`src/rtl/decoder_ctrl_pkg.sv`:
```
// Shared types and helpers for the union-find decoder round controller.
// Provides the FSM state enum, match-value width derivation, node index split.
package decoder_ctrl_pkg;

    typedef enum logic [3:0] {
        IDLE,
        LOAD,
        SETTLE,
        OFFER_START,
        OFFER,
        STOP,
        SCAN,
        EMIT,
        DONE
    } round_state_t;

    // A match value packs {y, x}, one coordinate each.
    function automatic int match_value_width(input int cord_width);
        return 2 * cord_width;
    endfunction

    // Row-major node numbering: idx = y*width + x.
    function automatic int node_y(input int idx, input int width);
        return idx / width;
    endfunction

    function automatic int node_x(input int idx, input int width);
        return idx % width;
    endfunction

endpackage

```
`src/rtl/round_cycle_counter.sv`:
```
// Loadable down-counter that times the settle and offer windows.
// Ports: clk, reset (async active-low), load/load_value, dec, zero flag.
module round_cycle_counter #(
    parameter int CNT_WIDTH = 16
) (
    input  logic                 clk,
    input  logic                 reset,
    input  logic                 load,
    input  logic [CNT_WIDTH-1:0] load_value,
    input  logic                 dec,
    output logic                 zero
);

    logic [CNT_WIDTH-1:0] count;

    always_ff @(posedge clk or negedge reset) begin
        if (!reset) begin
            count <= '0;
        end else if (load) begin
            count <= load_value;
        end else if (dec && count != '0) begin
            count <= count - 1'b1;
        end
    end

    assign zero = (count == '0);

endmodule

```
`src/rtl/decoder_round_controller.sv`:
```
// Sequences one decoding round: capture, load, settle, offer window, scan, emit.
// Optional abort input when DECODER_ROUND_ABORT_EN is defined.
module decoder_round_controller
    import decoder_ctrl_pkg::*;
#(
    parameter int GRID_HEIGHT        = 2,
    parameter int GRID_WIDTH         = 3,
    parameter int CORDINATE_WIDTH    = 3,
    parameter int LOAD_SETTLE_CYCLES = 100,
    parameter int OFFER_CYCLES       = 2500,
    parameter int CNT_WIDTH          = 16
) (
    input  logic                                                clk,
    input  logic                                                reset,
    input  logic [GRID_HEIGHT*GRID_WIDTH-1:0]                   syndrome_in,
    input  logic                                                syndrome_valid,
    output logic                                                syndrome_ready,
    output logic [GRID_HEIGHT*GRID_WIDTH-1:0]                   measurement_value_out,
    output logic                                                measurement_valid_out,
    output logic                                                start_offer,
    output logic                                                stop_offer,
    input  logic [GRID_HEIGHT*GRID_WIDTH-1:0]                   measurement_in,
    input  logic [GRID_HEIGHT*GRID_WIDTH*2*CORDINATE_WIDTH-1:0] match_value_in,
`ifdef DECODER_ROUND_ABORT_EN
    input  logic                                                abort,
`endif
    output logic                                                result_valid,
    input  logic                                                result_ready,
    output logic [CORDINATE_WIDTH-1:0]                          result_y,
    output logic [CORDINATE_WIDTH-1:0]                          result_x,
    output logic [2*CORDINATE_WIDTH-1:0]                        result_match,
    output logic                                                round_done,
    output logic [15:0]                                         round_count
);

    localparam int MVW   = match_value_width(CORDINATE_WIDTH);
    localparam int NODES = GRID_HEIGHT * GRID_WIDTH;
    localparam int IDX_W = (NODES > 1) ? $clog2(NODES) : 1;

    round_state_t state, state_n;

    logic [IDX_W-1:0]     idx;
    logic                 last;
    logic                 hit;
    logic                 aborted_q;
    logic                 abort_take;
    logic                 cnt_load;
    logic                 cnt_dec;
    logic                 cnt_zero;
    logic [CNT_WIDTH-1:0] cnt_value;

    round_cycle_counter #(
        .CNT_WIDTH (CNT_WIDTH)
    ) u_cnt (
        .clk        (clk),
        .reset      (reset),
        .load       (cnt_load),
        .load_value (cnt_value),
        .dec        (cnt_dec),
        .zero       (cnt_zero)
    );

    assign last = (idx == IDX_W'(NODES - 1));
    assign hit  = measurement_in[idx];

    always_comb begin
        state_n    = state;
        cnt_load   = 1'b0;
        cnt_dec    = 1'b0;
        cnt_value  = '0;
        abort_take = 1'b0;
        unique case (state)
            IDLE: if (syndrome_valid) state_n = LOAD;
            LOAD: begin
                cnt_load  = 1'b1;
                cnt_value = CNT_WIDTH'(LOAD_SETTLE_CYCLES - 1);
                state_n   = SETTLE;
            end
            SETTLE: begin
                if (cnt_zero) state_n = OFFER_START;
                else          cnt_dec = 1'b1;
            end
            OFFER_START: begin
                cnt_load  = 1'b1;
                cnt_value = CNT_WIDTH'(OFFER_CYCLES - 1);
                state_n   = OFFER;
            end
            OFFER: begin
                if (cnt_zero) state_n = STOP;
                else          cnt_dec = 1'b1;
            end
            // An aborted round still pulses stop_offer but skips the scan.
            STOP: state_n = aborted_q ? DONE : SCAN;
            SCAN: begin
                if (hit)       state_n = EMIT;
                else if (last) state_n = DONE;
            end
            EMIT: if (result_ready) state_n = last ? DONE : SCAN;
            DONE: state_n = IDLE;
            default: state_n = IDLE;
        endcase
`ifdef DECODER_ROUND_ABORT_EN
        if (abort && (state == SETTLE || state == OFFER_START || state == OFFER)) begin
            state_n    = STOP;
            abort_take = 1'b1;
        end
`endif
    end

    always_ff @(posedge clk or negedge reset) begin
        if (!reset) begin
            state                 <= IDLE;
            idx                   <= '0;
            aborted_q             <= 1'b0;
            measurement_value_out <= '0;
            result_y              <= '0;
            result_x              <= '0;
            result_match          <= '0;
            round_count           <= '0;
        end else begin
            state <= state_n;
            if (abort_take) aborted_q <= 1'b1;
            else if (state == DONE) aborted_q <= 1'b0;
            if (state == IDLE && syndrome_valid) measurement_value_out <= syndrome_in;
            if (state == STOP) idx <= '0;
            if (state == SCAN) begin
                if (hit) begin
                    result_y     <= CORDINATE_WIDTH'(node_y(int'(idx), GRID_WIDTH));
                    result_x     <= CORDINATE_WIDTH'(node_x(int'(idx), GRID_WIDTH));
                    result_match <= match_value_in[int'(idx)*MVW +: MVW];
                end else if (!last) begin
                    idx <= idx + 1'b1;
                end
            end
            if (state == EMIT && result_ready && !last) idx <= idx + 1'b1;
            if (state == DONE && !aborted_q) round_count <= round_count + 16'd1;
        end
    end

    assign syndrome_ready        = (state == IDLE);
    assign measurement_valid_out = (state == LOAD);
    assign start_offer           = (state == OFFER_START);
    assign stop_offer            = (state == STOP);
    assign result_valid          = (state == EMIT);
    assign round_done            = (state == DONE);

endmodule

```
`config.mk`:
```
export PLATFORM = sky130hd
export DESIGN_NAME = decoder_round_controller
export DESIGN_NICKNAME = d
export VERILOG_FILES = /design/src/rtl/decoder_ctrl_pkg.sv /design/src/rtl/round_cycle_counter.sv /design/src/rtl/decoder_round_controller.sv
export SDC_FILE = /design/constraint.sdc
export NUM_CORES = 1
export LEC_CHECK = 0
export ABC_AREA = 1
export CAP_MARGIN = 30
export CORE_ASPECT_RATIO = 0.9
export CORE_MARGIN = 5
export CORE_UTILIZATION = 54
export DETAILED_ROUTE_END_ITERATION = 6
export PLACE_DENSITY = 0.88
export SKIP_LAST_GASP = 1
export SYNTH_ARGS = -nofsm -noshare
export SYNTH_HDL_FRONTEND = slang
export SYNTH_HIERARCHICAL = 1
export SYNTH_SLANG_ARGS = --single-unit
```
`constraint.sdc`:
```
create_clock -name clk -period 5.47 [get_ports clk]
set_input_delay 1.094 -clock clk [delete_from_list [all_inputs] [get_ports clk]]
set_output_delay 1.094 -clock clk [all_outputs]
set_load 0.01 [all_outputs]
```
==> results of run 1 <==
[through the flow]
step / area [sq um] / utilization / worst slack, ns / hold WS (ns) / total power [uW]
floorplan: 3671 / - / 3.381 / 0.4919 / 1555
finish: 4706 / 0.7183 / 2.467 / 0.5063 / 2166
CTS: 4706 / 0.7183 / 2.486 / 0.5009 / 2168
global placement: 4612 / 0.7040 / 2.674 / 0.4644 / 1872
global route: 4706 / 0.7183 / 2.180 / 0.5300 / 2369
detailed placement: 4612 / 0.7040 / 2.563 / 0.4729 / 1918
[registers in the layout, summed over array words and instances (netlist names)]
signal,count
result_x,3
u_cnt/count,16
state,4
idx,3
round_count,16
result_y,2
result_match,6
measurement_value_out,6
[power by group]
part,internal (uW),switching (uW)
Clock,93.8,150
Combinational,499,702
Sequential,554,167
Total,1150,1020
[metal layers]
| layer | global-route usage | up-vias | share of wire |
|---|---|---|---|
| li1 | - | 1757 | - |
| met1 | 0.2914 | 1633 | 0.42 |
| met2 | 0.3803 | 120 | 0.49 |
| met3 | 0.06271 | 16 | 0.072 |
| met4 | 0.05732 | 0 | 0.014 |
| met5 | 0 | - | 0 |
[cell families (layout without fill, tap and decap cells)]
logic type	after synthesis	count (layout)	share of synthesized area
simple gates	288	288	0.3619
compound gates	57	57	0.08910
xor+xnor	21	21	0.05057
other cells	1	10	0.001031
mux	6	6	0.01857
flops	56	56	0.3853
fa+ha+maj	6	6	0.02064
buf+inv	61	148	0.07292
[final cells by class]
| type | count | area share |
|---|---|---|
| clock inverter | 3 | 0.005318 |
| clock buffer | 5 | 0.01462 |
| timing repair buffer | 92 | 0.1936 |
| tap | 90 | 0.02393 |
| sequential | 56 | 0.2978 |
| inverter | 48 | 0.03882 |
| multi-input combinational | 388 | 0.4260 |
[worst max path at each step]
stage                            end  startpoint  cells past startpoint  slack (ns)
2_1_floorplan            result_x[1]      idx[0]                     11        3.38
3_3_place_gp             result_x[0]      idx[0]                     10        2.67
3_5_place_dp             result_x[0]      idx[0]                     10        2.56
4_1_cts        measurement_valid_out    state[1]                      3        2.49
5_1_grt                  result_x[0]      idx[0]                     10        2.18
6_report       measurement_valid_out    state[2]                      4        2.47
[placed cells by master (no fill, tap or decap), drive strengths merged, types with 2 or more instances in the layout]
master,n
nor3,2
inv,50
nand2,148
a21oi,7
conb,10
buf,3
dfrtp,56
nand3,44
or2,6
xor2,15
xnor2,6
mux2,6
o21ai,48
clkbuf,5
ha,6
nor2,80
nand4,6
clkdlybuf4s50,89
==> metrics.csv, run 1 <==
metric,value,unit
critical path class,reg -> out,
sink of the worst hold path,round_count[14],
diodes inserted,0,
Setup TNS Final,0,ns
Initial Util,0.5552,
Final Instance Count excl. Fillers,682,
Area Growth Syn to Fin,29.38,%
R2R Setup Slk,2.54,ns
number of setup buffers added after CTS,0,
final net count,649,
DR iter-0 viols,203,
initial antenna violation count,0,
vias,3526,
Die ar.,0.008479,sq mm
Residual DRC,0,
dominant synthesized flop cell,dfrtp_1,
first-pass GRT wire length,15.35,mm
PortBufs,90,
max_cap viols,0,
share of cells above drive strength 1,0.1182,
Top Ports,92,
slowest CP cell,clkdlybuf4s50_1,
cell mode on critical path,nor2_1,
min-delay worst type,reg -> reg,
Rows,28,
worst r2r src,idx[0],
post-route clock period utilization,0.5491,
endpoints failing hold,0,
most frequent cell after synthesis,nand2_1,
placed insts,674,
post-CTS sizing,0,
post-route ant nets,0,
number of flops mapped to enable cells by yosys,0,
DPL Wire Length,6.848,mm
cts hold-fix bufs,0,
RSZ-0062 raised after global routing,no,
Sinks on Clock Net,56,
Post-Route WL,9.060,mm
largest net degree at the start of global routing,57,
Leak,0.002296,uW
"CTS clk-pin slew, worst paths",0.11,ns
endpoints failing setup,0,
H-tree levels,2,
vias per cell,5.170,
synth top area cells,"dfrtp_1, nand2_1, nor2_1",
mapped cell area,0.003637,sq mm
FILL cells,507,
crit path buf inv count,2,
asr flop ratio synth,1.000,
Min-Delay Path Depth,1,
Yosys cell types,37,
VDD IR-drop max,0.2689,mV
"Data required, critical path",4.38,ns
syn avg cell area,7.333,sq um
core region area,0.006551,sq mm
sequential-to-total area share from yosys stat,0.3853,
biggest area consumer among synthesized cells,dfrtp_1,
top-area cell type share of the netlist area,0.3853,
Yosys reg bits,56,
Max Root-Sink Buffers,2,
commonest cells in the netlist,"nand2_1, nor2_1, dfrtp_1",
TritonCTS Buffers,5,
Worst Tran Pin Value,0.7305,ns
outcome,"complete, no violations",
Slew HR,0.5130,
Pwr Density,460.4,mW/mm^2
maximum clock frequency,0.3330,GHz
gpl congestion,0.9195,
WL/cell,13.28,um
"Clk Latency, worst-skew pair",0.32,ns
Final Skew,0.008396,ns
crit path launch type,flop,
Synth warnings,6,
Arrival @ worst endpoint,1.91,ns
crit-path max cell delay,0.59,ns
CTS root buf,clkbuf_8,
sequential cell area,0.001401,sq mm
CP cell instances,"nor2_1, inv_1, nor2_1, clkdlybuf4s50_1",
number of global-route vias before repair,3350,
first drt pass iteration count,7,
r2r worst-path depth,10,
gr ovfl total,0,
Crit path max-delay family,buffers and inverters,
gr usage total,0.2271,
Post-Syn Instances,496,
Die Span Y,87.86,um
min Tclk post-route,3.003,ns
crit-path max FO,4,
Worst R2R End,result_x[0],
worst hold start,round_count[14],
CTS tree,yes,
footprint of the multi-input gates,0.002004,sq mm
CP Capture Type,output pin,
die width,96.51,um
Pins Over Slew Limit,0,
(Power assumes the default switching activity.)
==> run 2, diff against run 1 <==
--- a/config.mk
+++ b/config.mk
@@ -9,9 +9,9 @@
 export CAP_MARGIN = 30
 export CORE_ASPECT_RATIO = 0.9
 export CORE_MARGIN = 5
-export CORE_UTILIZATION = 54
+export CORE_UTILIZATION = 50
 export DETAILED_ROUTE_END_ITERATION = 6
-export PLACE_DENSITY = 0.88
+export PLACE_DENSITY = 0.82
 export SKIP_LAST_GASP = 1
 export SYNTH_ARGS = -nofsm -noshare
 export SYNTH_HDL_FRONTEND = slang
==> constraint.sdc (replaced) <==
create_clock -name clk -period 3 [get_ports clk]
set_input_delay 0.6 -clock clk [delete_from_list [all_inputs] [get_ports clk]]
set_output_delay 0.6 -clock clk [all_outputs]
set_load 0.01 [all_outputs]
==> run 2 against run 1 <==
Compared with the run above: global-route usage decreased by 1.5 points; register-to-register slack worse by 1.9 ns; first-iteration DRC count down 0.99%; critical path type unchanged; non-clock buffer count up 2; critical path depth is 1 lower; largest power group unchanged; setup slack worse by 1.9 ns; cell count increased by 0.73%; hold slack got worse by 0.22 ns; count of clock-buffer cells in the layout stayed put; routed wire length is 3.8% higher; via count grew 0.28%.
==> metrics.csv, run 2 (synthesis gave the netlist of run 1 again) <==
metric,value,unit,change
Die ar.,0.009083,sq mm,+7.1%
Area Growth Syn to Fin,30.82,%,
R2R Setup Slk,0.66,ns,-1.88 ns
Pwr Density,851.3,mW/mm^2,+85%
Slew HR,0.5541,,+0.04111
Post-Route WL,9.401,mm,+3.8%
highest-count cells in the layout ignoring fill and taps,"nand2_1, clkdlybuf4s50_1, nor2_1, dfrtp_1",,
H-tree levels,2,,unchanged
WL/cell,13.68,um,+3.0%
min Tclk post-route,2.460,ns,
critical path class,reg -> out,,
number of setup buffers added after CTS,0,,unchanged
WL met3,692,um,+6.5%
Worst Tran Pin Value,0.6688,ns,-0.06167 ns
largest net degree at the start of global routing,32,,-44%
diodes inserted,0,,unchanged
Die Span Y,90.92,um,+3.5%
gr ovfl total,0,,unchanged
share of cells above drive strength 1,0.1212,,+0.002969
Max Root-Sink Buffers,2,,unchanged
r2r worst-path depth,7,,-3
crit path buf inv count,1,,-1
die width,99.91,um,+3.5%
cts hold-fix bufs,0,,unchanged
post-CTS sizing,0,,unchanged
initial antenna violation count,0,,unchanged
Initial Util,0.5141,,-0.04114
CTS root buf,clkbuf_8,,
post-route ant nets,0,,unchanged
number of global-route vias before repair,3512,,+4.8%
gpl congestion,0.8530,,-7.2%
core region area,0.007076,sq mm,+8.0%
total power,4051,uW,+87%
Routed met2 length,4.586,mm,+3.2%
Crit path max-delay family,buffers and inverters,,
endpoints failing hold,0,,unchanged
DPL Wire Length,7.236,mm,+5.7%
final net count,651,,+0.31%
worst r2r src,idx[1],,
Critical path destination,stop_offer,,
endpoints failing setup,0,,unchanged
Worst R2R End,result_x[0],,
Pins Over Slew Limit,0,,unchanged
Setup TNS Final,0,ns,unchanged
Largest regs,"round_count (16), u_cnt/count (16)",,
Final Skew,0.004547,ns,-0.003849 ns
min-delay worst type,in -> async,,
VDD IR-drop max,0.6551,mV,+140%
TritonCTS Buffers,5,,unchanged
"CTS clk-pin slew, worst paths",0.10,ns,about the same
CP Launch Point,state[1],,
DR iter-0 viols,201,,-0.99%
RSZ-0062 raised after global routing,no,,
maximum clock frequency,0.4065,GHz,
Rows,29,,+3.6%
post-route clock period utilization,0.8200,,
gr usage total,0.2124,,-0.01463
routed length on met1,4.025,mm,+5.0%
CTS tree,yes,,
PortBufs,90,,unchanged
Top Ports,92,,unchanged
crit path launch type,flop,,
"commonest non-fill, non-tap cell in the layout",nand2_1,,
first drt pass iteration count,5,,-2
Leak,0.002320,uW,+1.0%
CP Capture Type,output pin,,
first-pass GRT wire length,16.14,mm,+5.1%
Residual DRC,0,,unchanged
slowest CP cell,clkdlybuf4s50_1,,
"Data required, critical path",2.40,ns,-1.98 ns
outcome,"complete, no violations",,
crit-path max FO,8,,+4
top sig layer,met4,,
vias per cell,5.147,,-0.45%
Sinks on Clock Net,56,,unchanged
Post-Place Worst Slack,0.6638,ns,-1.899 ns
worst hold margin,0.2911,ns,-0.2151 ns
setup slack after layout,0.5401,ns,-1.926 ns
vias,3536,,+0.28%
WP depth,3,,-1
CP cell instances,"or2_2, nor2_1, clkdlybuf4s50_1",,
"Clk Latency, worst-skew pair",0.31,ns,about the same
Arrival @ worst endpoint,1.86,ns,-0.05 ns
crit-path max cell delay,0.58,ns,about the same
max_cap viols,0,,unchanged
[run 2: cell types whose count changed in the layout (fill, tap and decap cells not counted), sizes merged]
cell | previous run | this run
buf | 3 | 5
bufinv | 0 | 1
inv | 50 | 49
[run 2: worst min path at each step]
stage	start	endpoint	slack, ns	depth (start not counted)
floorplan	reset	idx[0]	0.30	0
global placement	result_y[1]	result_y[1]	0.47	2
detailed placement	result_y[0]	result_y[0]	0.47	2
CTS	reset	u_cnt/count[4]	0.32	1
global route	reset	u_cnt/count[4]	0.35	1
finish	reset	u_cnt/count[4]	0.29	1
[run 2: metal layers]
metal,up-vias,global-route usage
li1,1753,-
met1,1654,0.2811
met2,117,0.3494
met3,12,0.05946
met4,0,0.04096
met5,-,0
[run 2: stage by stage]
step | cells | utilization | cell area, sq um
after floorplan | 505 | - | 3671
after global placement | 679 | 0.6562 | 4643
after detailed placement | 679 | 0.6562 | 4643
after CTS | 687 | 0.6725 | 4758
after global routing | 687 | 0.6725 | 4758
final | 687 | 0.6725 | 4758
[run 2: power breakdown]
part | switching, uW | total (uW) | internal [uW]
Sequential | 275 | 1290 | 1010
Combinational | 1330 | 2260 | 924
Clock | 258 | 510 | 252
Total | 1860 | 4050 | 2190
[run 2: area by class of cell]
type                    instances  area, sq um
fillers                       601         2317
multi-input cells             388         2004
flip-flops and latches         56         1401
repair buffers                 94        938.4
inverters                      48        182.7
well taps                      93        116.4
clock buffers                   5        68.82
clock inverters                 3        46.29
[run 2: worst reg2reg max path, delay by kind of cell, from the launching register on]
kind,cells,cell delay [ns]
simple gates,1,0.34
flops,1,0.79
xor+xnor,1,0.15
compound gates,2,0.50
fa+ha+maj,1,0.20
buf+inv,2,0.30
==> run 3, diff against run 2 <==
==> constraint.sdc (replaced) <==
create_clock -name clk -period 2.4 [get_ports clk]
set_input_delay 0.48 -clock clk [delete_from_list [all_inputs] [get_ports clk]]
set_output_delay 0.48 -clock clk [all_outputs]
set_load 0.01 [all_outputs]
==> run 3 against run 2 <==
Compared with the run above: sequential power up 22%; sequential share of layout area down 0.051 points; power up 23%; via count down 1.2%; highest routed layer unchanged; critical path type unchanged; critical path depth up 1; die area unchanged; largest power group unchanged; count of clock-buffer cells in the layout unchanged; clock power up 7.3%; cell area up 0.26%; hold slack worse by 0.14 ns.
==> metrics.csv, run 3 (synthesis gave the netlist of run 1 again) <==
metric,value,unit,change
DPL Wire Length,7.040,mm,-2.7%
Leak,0.002333,uW,+0.54%
VDD IR-drop max,0.6314,mV,-3.6%
Setup TNS Final,0,ns,unchanged
die width,99.91,um,unchanged
WL/cell,13.24,um,-3.2%
Top Ports,92,,unchanged
final cell area excluding filler cells,0.004771,sq mm,+0.26%
diodes inserted,0,,unchanged
RSZ-0062 raised after global routing,no,,
post-route ant nets,0,,unchanged
largest net degree at the start of global routing,33,,+3.1%
Slew HR,0.6030,,+0.04886
Initial Util,0.5141,,unchanged
outcome,"complete, no violations",,
gr usage total,0.2128,,+0.0003803
min-delay worst type,in -> async,,
FILL cells,613,,+2.0%
first drt pass iteration count,4,,-1
"Data required, critical path",1.92,ns,-0.48 ns
CP Capture Type,output pin,,
TritonCTS Buffers,5,,unchanged
PortBufs,90,,unchanged
DR iter-0 viols,190,,-5.5%
vias,3492,,-1.2%
total power,5000,uW,+23%
endpoints failing setup,0,,unchanged
Max Root-Sink Buffers,2,,unchanged
endpoints failing hold,0,,unchanged
Final Skew,0.003609,ns,-0.0009380 ns
Post-Route WL,9.150,mm,-2.7%
maximum clock frequency,0.4296,GHz,
worst hold margin,0.1538,ns,-0.1373 ns
vias per cell,5.054,,-1.8%
gpl congestion,0.8358,,-2.0%
first-pass GRT wire length,16.08,mm,-0.35%
"Clk Latency, worst-skew pair",0.32,ns,about the same
crit-path max FO,4,,-4
Worst Tran Pin Value,0.5956,ns,-0.07328 ns
core region area,0.007076,sq mm,unchanged
share of cells above drive strength 1,0.1321,,+0.01089
number of global-route vias before repair,3465,,-1.3%
critical path class,reg -> out,,
initial antenna violation count,0,,unchanged
CTS tree,yes,,
Largest regs,"round_count (16), u_cnt/count (16)",,
final net count,655,,+0.61%
Area Growth Syn to Fin,31.17,%,
gr ovfl total,0,,unchanged
max_cap viols,0,,unchanged
"commonest non-fill, non-tap cell in the layout",nand2_1,,
highest-count cells in the layout ignoring fill and taps,"nand2_1, clkdlybuf4s50_1, nor2_1, dfrtp_1, nand3_1",,
"CTS clk-pin slew, worst paths",0.10,ns,about the same
post-route clock period utilization,0.9699,,
Post-Place Worst Slack,0.1350,ns,-0.5289 ns
Die ar.,0.009083,sq mm,unchanged
Pins Over Slew Limit,0,,unchanged
placed cell areas,0.004651,sq mm,+0.16%
Residual DRC,0,,unchanged
min Tclk post-route,2.328,ns,
H-tree levels,2,,unchanged
Die Span Y,90.92,um,unchanged
setup slack after layout,0.07231,ns,-0.4678 ns
crit path launch type,flop,,
Pwr Density,1048,mW/mm^2,+23%
Sinks on Clock Net,56,,unchanged
cts hold-fix bufs,0,,unchanged
CTS root buf,clkbuf_8,,
Rows,29,,unchanged
Arrival @ worst endpoint,1.85,ns,about the same
## run 3: changes by cell type in the layout (fill, tap and decap cells not counted), sizes merged
cell           previous run  this run
clkinvlp                  1         0
clkinv                    0         1
buf                       5         9
clkdlybuf4s50            89        88
inv                      49        50
bufinv                    1         0
dlygate4sd2               0         1
## run 3: stage by stage
stage / std cells / utilization
final: 691 / 0.6743
after detailed placement: 680 / 0.6573
after CTS: 688 / 0.6706
after global placement: 680 / 0.6573
after floorplan: 505 / -
after global routing: 691 / 0.6743
## run 3: repair_timing
item | 4_1_cts | 5_1_grt
pin swaps | 0 | 1
resized for setup | 1 | 3
setup buffers | 0 | 3
endpoints found under the setup margin | 1 | 11
## run 3: routing by layer
layer  GRT usage  up-vias  routed length (um)
li1            -     1768                   -
met1      0.2792     1638                3938
met2      0.3511       79                4539
met3     0.06255        7                 621
met4     0.03982        0                  51
met5           0        -                   0
## run 3: final timing paths
check                          startpoint        endpoint  slack, ns  cells after the start
min in group clk              result_x[2]     result_x[2]       0.50                      2
max                              state[0]      stop_offer       0.07                      4
max in group asynchronous           reset        state[1]       1.65                      2
max reg2reg                u_cnt/count[0]  u_cnt/count[4]       0.23                     13
min                                 reset  u_cnt/count[4]       0.15                      1
min reg2reg                   result_x[2]     result_x[2]       0.50                      2
## run 3: layout make-up
cell class	instances	area (sq um)	share of cell area
multi-input combinational	388	2007	0.4207
tap	93	116.4	0.02439
sequential	56	1403	0.2940
timing repair buffer	98	967.2	0.2027
clock inverter	3	26.28	0.005507
inverter	48	182.7	0.03829
clock buffer	5	68.82	0.01442
## run 3: critical path: stages, from the launching register on
cell             delay, ns
dfrtp_1               0.40
inv_1                 0.09
or2_2                 0.31
nor2_1                0.14
clkdlybuf4s50_1       0.58
## run 3: power by group
part / internal (uW) / total [uW] / switching, uW / leakage, uW
Sequential: 1270 / 1580 / 318 / 0.000727
Combinational: 1190 / 2870 / 1680 / 0.00156
Clock: 216 / 547 / 331 / 0.0000491
Total: 2670 / 5000 / 2330 / 0.00233
